**src/rtl/key_entry_accumulator_pkg.sv**
```systemverilog
// Shared key codes, FSM state encoding and key classification helpers for the
// calculator's key-entry path (also reused by the keypad scanner and operator FSM).
package key_entry_accumulator_pkg;

  localparam int KEY_W = 5;

  typedef logic [KEY_W-1:0] key_code_t;

  localparam key_code_t KEY_CLEAR     = 5'd16;
  localparam key_code_t KEY_BACKSPACE = 5'd17;

  typedef enum logic {
    IDLE = 1'b0,
    DIV  = 1'b1
  } state_t;

  function automatic logic is_digit(key_code_t code);
    return code <= 5'd15;
  endfunction

  function automatic logic is_dec_digit(key_code_t code);
    return code <= 5'd9;
  endfunction

endpackage

```
**src/rtl/key_entry_accumulator_if.sv**
```systemverilog
// Key-event handshake between the keypad decoder (master) and the accumulator (slave).
interface key_entry_accumulator_if;
  import key_entry_accumulator_pkg::*;

  logic      key_valid;
  key_code_t key_code;
  logic      switch;
  logic      key_ready;

  modport master (
    output key_valid,
    output key_code,
    output switch,
    input  key_ready
  );

  modport slave (
    input  key_valid,
    input  key_code,
    input  switch,
    output key_ready
  );

endinterface

```
**src/rtl/key_entry_accumulator_seq_div_by_ten.sv**
```systemverilog
// Sequential restoring divide-by-ten: one quotient bit per clock, MSB first.
// done pulses on the final iteration edge, with quotient already valid alongside it.
module seq_div_by_ten #(
  parameter int WIDTH = 32
) (
  input  logic             clock,
  input  logic             reset_n,
  input  logic             start,
  input  logic [WIDTH-1:0] dividend,
  output logic [WIDTH-1:0] quotient,
  output logic             done
);

  localparam int CNT_W = $clog2(WIDTH);

  logic [WIDTH-1:0] shift_q, shift_d;
  logic [3:0]       rem_q, rem_d;
  logic [CNT_W-1:0] count_q, count_d;
  logic             run_q, run_d;
  logic [4:0]       trial;
  logic             q_bit;
  logic             last_iter;

  // The dividend shifts out of the top while quotient bits shift in at the bottom.
  assign trial     = {rem_q, shift_q[WIDTH-1]};
  assign q_bit     = (trial >= 5'd10);
  assign last_iter = run_q && (count_q == CNT_W'(WIDTH - 1));

  always_comb begin
    shift_d = shift_q;
    rem_d   = rem_q;
    count_d = count_q;
    run_d   = run_q;
    if (start) begin
      shift_d = dividend;
      rem_d   = 4'd0;
      count_d = '0;
      run_d   = 1'b1;
    end else if (run_q) begin
      shift_d = {shift_q[WIDTH-2:0], q_bit};
      rem_d   = q_bit ? 4'(trial - 5'd10) : 4'(trial);
      count_d = count_q + CNT_W'(1);
      if (last_iter) begin
        run_d = 1'b0;
      end
    end
  end

  always_ff @(posedge clock or negedge reset_n) begin
    if (!reset_n) begin
      shift_q <= '0;
      rem_q   <= 4'd0;
      count_q <= '0;
      run_q   <= 1'b0;
    end else begin
      shift_q <= shift_d;
      rem_q   <= rem_d;
      count_q <= count_d;
      run_q   <= run_d;
    end
  end

  assign quotient = {shift_q[WIDTH-2:0], q_bit};
  assign done     = last_iter;

endmodule

```
**src/rtl/key_entry_accumulator.sv**
```systemverilog
// Turns decoded key events into the binary operand and sticky error flag shown
// on the seven-segment display; entry radix follows the display radix switch.
module key_entry_accumulator
  import key_entry_accumulator_pkg::*;
#(
  parameter int          WIDTH     = 32,
  parameter int unsigned DEC_LIMIT = 9999999
) (
  input  logic                    clock,
  input  logic                    reset_n,
  key_entry_accumulator_if.slave  key_if,
  output logic [WIDTH-1:0]        value,
  output logic                    error,
  output logic                    busy
);

  state_t           state_q, state_d;
  logic [WIDTH-1:0] value_q, value_d;
  logic             error_q, error_d;

  logic             accept;
  logic             div_start;
  logic             div_done;
  logic [WIDTH-1:0] div_quotient;
  logic [WIDTH+3:0] times_ten;
  logic [WIDTH-1:0] hex_append;

  assign key_if.key_ready = (state_q == IDLE);
  assign busy             = ~key_if.key_ready;
  assign accept           = key_if.key_valid && key_if.key_ready;

  // Widened so the x10 never wraps before the DEC_LIMIT guard has been applied.
  assign times_ten  = ({4'b0000, value_q} << 3) + ({4'b0000, value_q} << 1)
                    + {{WIDTH{1'b0}}, key_if.key_code[3:0]};
  assign hex_append = {value_q[WIDTH-5:0], key_if.key_code[3:0]};

  seq_div_by_ten #(
    .WIDTH (WIDTH)
  ) u_div (
    .clock    (clock),
    .reset_n  (reset_n),
    .start    (div_start),
    .dividend (value_q),
    .quotient (div_quotient),
    .done     (div_done)
  );

  always_comb begin
    state_d   = state_q;
    value_d   = value_q;
    error_d   = error_q;
    div_start = 1'b0;
    case (state_q)
      IDLE: begin
        if (accept) begin
          if (key_if.key_code == KEY_CLEAR) begin
            value_d = '0;
            error_d = 1'b0;
          end else if (!error_q) begin
            if (is_digit(key_if.key_code)) begin
              if (key_if.switch) begin
                if (is_dec_digit(key_if.key_code)) begin
                  if (value_q <= WIDTH'(DEC_LIMIT)) begin
                    value_d = WIDTH'(times_ten);
                  end else begin
                    error_d = 1'b1;
                  end
                end
              end else if (value_q[WIDTH-1:WIDTH-4] == 4'd0) begin
                value_d = hex_append;
              end else begin
                error_d = 1'b1;
              end
            end else if (key_if.key_code == KEY_BACKSPACE) begin
              if (!key_if.switch) begin
                value_d = value_q >> 4;
              end else if (value_q != '0) begin
                div_start = 1'b1;
                state_d   = DIV;
              end
            end
          end
        end
      end
      DIV: begin
        // value keeps the old operand until the full quotient is available.
        if (div_done) begin
          value_d = div_quotient;
          state_d = IDLE;
        end
      end
      default: state_d = IDLE;
    endcase
  end

  always_ff @(posedge clock or negedge reset_n) begin
    if (!reset_n) begin
      state_q <= IDLE;
      value_q <= '0;
      error_q <= 1'b0;
    end else begin
      state_q <= state_d;
      value_q <= value_d;
      error_q <= error_d;
    end
  end

  assign value = value_q;
  assign error = error_q;

endmodule

```
**src/flat_wrapper.sv**
```systemverilog
// flat-port wrapper written by rule: the top's interface ports become plain ports
module key_entry_accumulator_flat import key_entry_accumulator_pkg::*;
#(
  parameter int          WIDTH     = 32,
  parameter int unsigned DEC_LIMIT = 9999999
)
  (clock, reset_n, value, error, busy, key_if_key_valid, key_if_key_code, key_if_switch, key_if_key_ready);
  key_entry_accumulator_if key_if_i ();
  input  logic clock;
  input  logic reset_n;
  output logic [WIDTH-1:0] value;
  output logic error;
  output logic busy;
  input wire logic [$bits(key_if_i.key_valid)-1:0] key_if_key_valid;
  input wire logic [$bits(key_if_i.key_code)-1:0] key_if_key_code;
  input wire logic [$bits(key_if_i.switch)-1:0] key_if_switch;
  output wire logic [$bits(key_if_i.key_ready)-1:0] key_if_key_ready;
  assign key_if_i.key_valid = key_if_key_valid;
  assign key_if_i.key_code = key_if_key_code;
  assign key_if_i.switch = key_if_switch;
  assign key_if_key_ready = key_if_i.key_ready;
  key_entry_accumulator #(.WIDTH(WIDTH), .DEC_LIMIT(DEC_LIMIT)) u_core (.clock(clock), .reset_n(reset_n), .key_if(key_if_i), .value(value), .error(error), .busy(busy));
endmodule
```
**config.mk**
```make
export PLATFORM = sky130hd
export DESIGN_NAME = key_entry_accumulator_flat
export DESIGN_NICKNAME = d
export VERILOG_FILES = /design/src/rtl/key_entry_accumulator_pkg.sv /design/src/rtl/key_entry_accumulator_if.sv /design/src/rtl/key_entry_accumulator_seq_div_by_ten.sv /design/src/rtl/key_entry_accumulator.sv /design/src/flat_wrapper.sv
export SDC_FILE = /design/constraint.sdc
export NUM_CORES = 1
export LEC_CHECK = 0
export ABC_AREA = 1
export BUFFER_PORTS_ARGS = -buffer_cell sky130_fd_sc_hd__buf_2
export CORE_ASPECT_RATIO = 1.5
export CORE_MARGIN = 2
export CORE_UTILIZATION = 40
export DETAILED_ROUTE_END_ITERATION = 7
export MAX_ROUTING_LAYER = met4
export PLACE_DENSITY = 0.61
export SYNTH_ARGS = -nofsm -noshare
export SYNTH_HDL_FRONTEND = slang
export SYNTH_SLANG_ARGS = --single-unit
export TNS_END_PERCENT = 10
```
**constraint.sdc**
```tcl
create_clock -name clock -period 2.4 [get_ports clock]
set_input_delay 0.36 -clock clock [delete_from_list [all_inputs] [get_ports clock]]
set_output_delay 0.36 -clock clock [all_outputs]
set_load 0.1 [all_outputs]
```
**Word level (Yosys, flattened, before mapping)**

Cells that the tools add are included.

- Equality and inequality tests: 11
- Magnitude comparators: 4
- Reductions and logical operators: 7
- Muxes and demuxes: 38
- $add $sub $neg: 4
- Bitwise logic cells: 1

Operators with widths:

| kind | count |
|---|---|
| $mux W32 | 13 |
| $pmux W32 S2 | 1 |
| $add A32 B32 Y32 | 1 |
| $add A32 B4 Y32 | 1 |
| $le A32 B24 Y1 const B | 1 |
| $reduce_bool A32 Y1 | 1 |
| $mux W1 | 18 |
| $ne A4 B4 Y1 const B | 4 |
| $eq A5 B5 Y1 const B | 3 |
| $mux W4 | 3 |
| $le A5 B4 Y1 const B | 2 |
| $mux W5 | 2 |
| $reduce_and A8 Y1 | 1 |
| $add A5 B1 Y5 const B | 1 |
| $ge A5 B4 Y1 const B | 1 |
| $ne A5 B5 Y1 const B | 1 |
| $logic_not A4 Y1 | 1 |
| $ne A2 B2 Y1 const B | 2 |
| $sub A4 B4 Y4 const B | 1 |
| $ne A3 B3 Y1 const B | 1 |
| $logic_and A1 B1 Y1 | 2 |
| $pmux W1 S2 | 1 |
| $reduce_and A2 Y1 | 1 |
| $reduce_bool A2 Y1 | 1 |
| $not A1 Y1 | 1 |

- Word-level logic and storage cells: 72
- Register bits: 76
- Output and inout port bits: 35
- Input bits: 9

**Depth between registers and ports, before layout**

- Depth in word-level cells: 10
- Mapped depth: 19
- Gate-level depth less buffers: 19

**By module**

Synthesis repeated with hierarchy kept, for this count alone.

- Cells, all modules: 1164
- Area total of the unflattened synthesis: 7458.4 µm²

Modules (own cells, without submodules):

| module | times used | cells each | sequential area each (µm²) | area an instance (µm²) |
|---|---|---|---|---|
| key_entry_accumulator | 1 | 921 | 850.8 | 5305.1 |
| seq_div_by_ten | 1 | 243 | 1051.0 | 2153.3 |

**Least setup slack after synthesis**

OpenSTA, ideal clock, no wires.

- Kind: register -> register
- Start: register u_core.value_q[0], in the netlist u_core.value[0]
- End: register u_core.value_q[16], in the netlist u_core.value[16]
- Slack: -0.860 ns
- Required time: 2.276 ns
- Buffers on the path: 0
- Data arrival time: 3.137 ns
- Library setup time: 0.124 ns
- Period minus slack after synthesis: 3.260 ns
- Stages on the path, launching flop included: 16
- Cells stage by stage: dfrtp_1 -> inv_1 -> fa_1 -> inv_1 -> fa_1 -> nand2_1 -> nand2_1 -> nand3_1 -> nand2_1 -> nand2_1 -> nand3_1 -> or2_2 -> nand3_1 -> nand2_1 -> nand2_1 -> a21oi_1

- Longest elaborated chain between the ends: 10
- Elaborated cells between the ends (all ways): 13
- Classes of those cells: add/sub (2); order compare (1); eq/ne (1); mux (8); reduce/logical (1)

Ends and longest elaborated chain:

| item | RTL line | text |
|---|---|---|
| start, declared | key_entry_accumulator.sv:18 | `logic [WIDTH-1:0] value_q, value_d;` |
| start signal, assigned | key_entry_accumulator.sv:103 | `value_q <= value_d;` |
| $add A32 B32 Y32 | key_entry_accumulator.sv:33 | `assign times_ten = ({4'b0000, value_q} << 3) + ({4'b0000, value_q} << 1)` |
| $add A32 B4 Y32 | key_entry_accumulator.sv:34 | `+ {{WIDTH{1'b0}}, key_if.key_code[3:0]};` |
| $mux W32 | key_entry_accumulator.sv:63 | `if (value_q <= WIDTH'(DEC_LIMIT)) begin` |
| $mux W32 | key_entry_accumulator.sv:62 | `if (is_dec_digit(key_if.key_code)) begin` |
| $mux W32 | key_entry_accumulator.sv:61 | `if (key_if.switch) begin` |
| $mux W32 | key_entry_accumulator.sv:60 | `if (is_digit(key_if.key_code)) begin` |
| $mux W32 | key_entry_accumulator.sv:59 | `end else if (!error_q) begin` |
| $mux W32 | key_entry_accumulator.sv:56 | `if (key_if.key_code == KEY_CLEAR) begin` |
| $mux W32 | key_entry_accumulator.sv:55 | `if (accept) begin` |
| $pmux W32 S2 | key_entry_accumulator.sv:53 | `case (state_q)` |

Parallel ways exist; a longest one is shown, timed or not. The select of a mux whose other input is x is not followed.
A chain may end at the register's enable or synchronous reset.

**Final worst setup path**

- Start: register u_core.value_q[2], in the netlist u_core.value[2]
- End: register u_core.value_q[16], in the netlist u_core.value[16]

The elaborated chain is that of the path after synthesis.

==> results.cfg <==
[run_status]
status = complete, but fails checks
violations = negative setup slack

[sta]
period_needed_ps = 2510
tns_ps = -936
fmax_mhz = 399
fin_skew_ps = 11.2
drv_slew = 0
max_slew_margin = 0.669
layout_setup_ws_ps = -107
timing_hold_violations_final = 0
fin_crit_sh = 1.04
setup_viol = 18
rsz0062_at_grt = true
tightest_slew_ps = 496

[placement]
post-place-ws_ps = -203
port_buffers = 43
gp_congestion = 0.946
hpwl_um = 18600

[logic_synthesis]
syn-num-nets = 1178
ys_ff_latch = 76
ys_top_cells_by_count = nand2_1, inv_1, nand3_1, a21oi_1, nor2_1
netlist.area_leader.share = 0.270
syn_area_per_cell_sq_um = 6.38
synth_ff_type = dfrtp_1
yosys_warnings = 0
yosysSeqAreaShare = 0.270
netlist_area_sq_um = 7060
synth_top_cell_by_area = dfrtp_1
yosysMostFrequentCell = nand2_1
synthArstFlopShare = 1.00
ys_types = 36
synthCells = 1106
synthTopCellsByArea = dfrtp_1, nand2_1, ha_1
synth_edf_count = 0

[finish]
fin_nets = 1308
area_growth_syn_to_layout_pct = 26.0
final_layout_size_suffix_gt1_frac = 0.235
antennaDiodeCount = 0
nFillCells = 1762

[global_routing]
gr-usage-all-layers = 0.260
grt_pass1_wl_um = 37900
grt_start_max_net_pins = 47
antenna_found_initial = 0
grt_pass1_vias = 7425
overflow = 0

[floorplanning]
dieArea_sq_um = 18700
die_y_um = 167
die_w_um = 112
row_count = 59
initial_core_util = 0.407
io_pins = 44
core_area_sq_um = 17300

[cts]
cts.clk_slew.worst_paths_ps = 60
cts_tree = yes
cts_buffers = 9
htreeDepth = 3
cts-root-buf = clkbuf_16
cts.path.max_buffers = 2
clk_latency_ps = 350
cts_sinks = 76

[drt]
dr.pass1.iters = 7
drt_iter0_drc = 617
dr_total_vias = 7720
drcViolationCount = 0
antenna_left = 0
drt_wl_total_um = 23400
wire_per_inst_um = 16.1
avgViaCountPerCell = 5.31

[flow_run]
max_cap_violations = 0

[worst_hold_path]
hp-class = in -> reg

[setup_path]
critPathRequiredTime_ps = 2630
arrival_ps = 2740
critPathCaptureType = flop
cp-start-kind = flop
cp_max_fo = 4
path_class = reg -> reg
final cells by class:
cell class                      instances  area, sq um  share of cell area
Inverter                              155          588              0.0661
Clock inverter                          7         57.6             0.00647
Clock buffer                            9          225              0.0253
Tap cell                              213          267              0.0300
Multi-Input combinational cell        832         4640               0.522
Timing Repair Buffer                  162         1170               0.131
Sequential cell                        76         1950               0.219
state kept, by name (all words and copies together), names as in the netlist:
name / cells
u_core.u_div.shift_q: 32
u_core.value: 32
u_core.u_div.count_q: 5
u_core.u_div.rem_q: 4
u_core.busy: 1
u_core.error: 1
u_core.u_div.run_q: 1
metal layers:
layer	global-route usage	routed length [um]
met1	0.313	9990
met2	0.449	12000
met3	0.0233	793
met4	0.0960	695
met5	-	0
per-stage QoR:
step	utilization	std cells	instance area [sq um]	hold slack [ps]
6_report	0.513	1454	8890	408
5_1_grt	0.513	1454	8890	430
4_1_cts	0.502	1454	8710	401
3_5_place_dp	0.480	1436	8320	356
3_3_place_gp	0.480	1436	8320	353
2_1_floorplan	-	1106	7120	64.4
final timing paths:
kind                                          from                      end  slack, ps  cells after the start
setup / recovery                   u_core.value[2]         u_core.value[16]       -110                     15
hold reg to reg            u_core.u_div.count_q[4]  u_core.u_div.count_q[4]        530                      2
min in group asynchronous                  reset_n  u_core.u_div.shift_q[1]        520                      2
setup reg to reg                   u_core.value[2]         u_core.value[16]       -110                     15
hold / removal                    key_if_key_valid             u_core.error        410                      4
max in group asynchronous                  reset_n              u_core.busy       1280                      3
placed cells by master, fill, tap and decap left out, types with 4 or more instances in the layout:
cell,instances
nor2_1,76
inv_2,4
nand3b_1,4
nand2_1,317
buf_4,114
xor2_1,5
a21oi_2,11
nor2_2,7
inv_1,147
or2_2,4
xnor2_1,4
o21ai_0,31
nand3_2,6
dfrtp_2,27
o21ai_1,14
nand2_2,20
nand3_1,109
o211ai_2,8
dfrtp_1,46
buf_2,42
a21oi_1,82
buf_12,4
clkbuf_16,9
xnor2_2,4
nor3_1,6
o211ai_1,24
ha_1,57
nand4_1,17
worst max-delay path: stages (launching register included):
cell     delay [ps]
dfrtp_4         430
inv_4            40
fa_1            550
inv_2            60
fa_2            350
nand2_2          90
nand2_4          60
nand3_2          90
nand2_4          70
nand2_1          60
nand3_1          70
or2_2           280
nand3_1          70
nand2_1          60
nand2_1          60
a21oi_1          60
cells by family after synthesis:
family                     after synthesis  share of synthesized area
xor gates and xnor gates                13                     0.0161
and+or+nand+nor                        578                      0.343
adders and majority gates               63                      0.114
buffers and inverters                  198                      0.113
AOI/OAI and AO/OA                      178                      0.145
DFF                                     76                      0.270
what timing repair did:
action / CTS / global route
hold endpoints to repair: 17 / 0
hold buffers: 1 / 0
gates resized for setup: 28 / 45
pin swaps: 7 / 13
endpoints found under the setup margin: 27 / 27
buffers inserted: 1 / 0
Power is not shown: default switching activity piles up to over one toggle a cycle in this logic, so the estimate is an artifact.
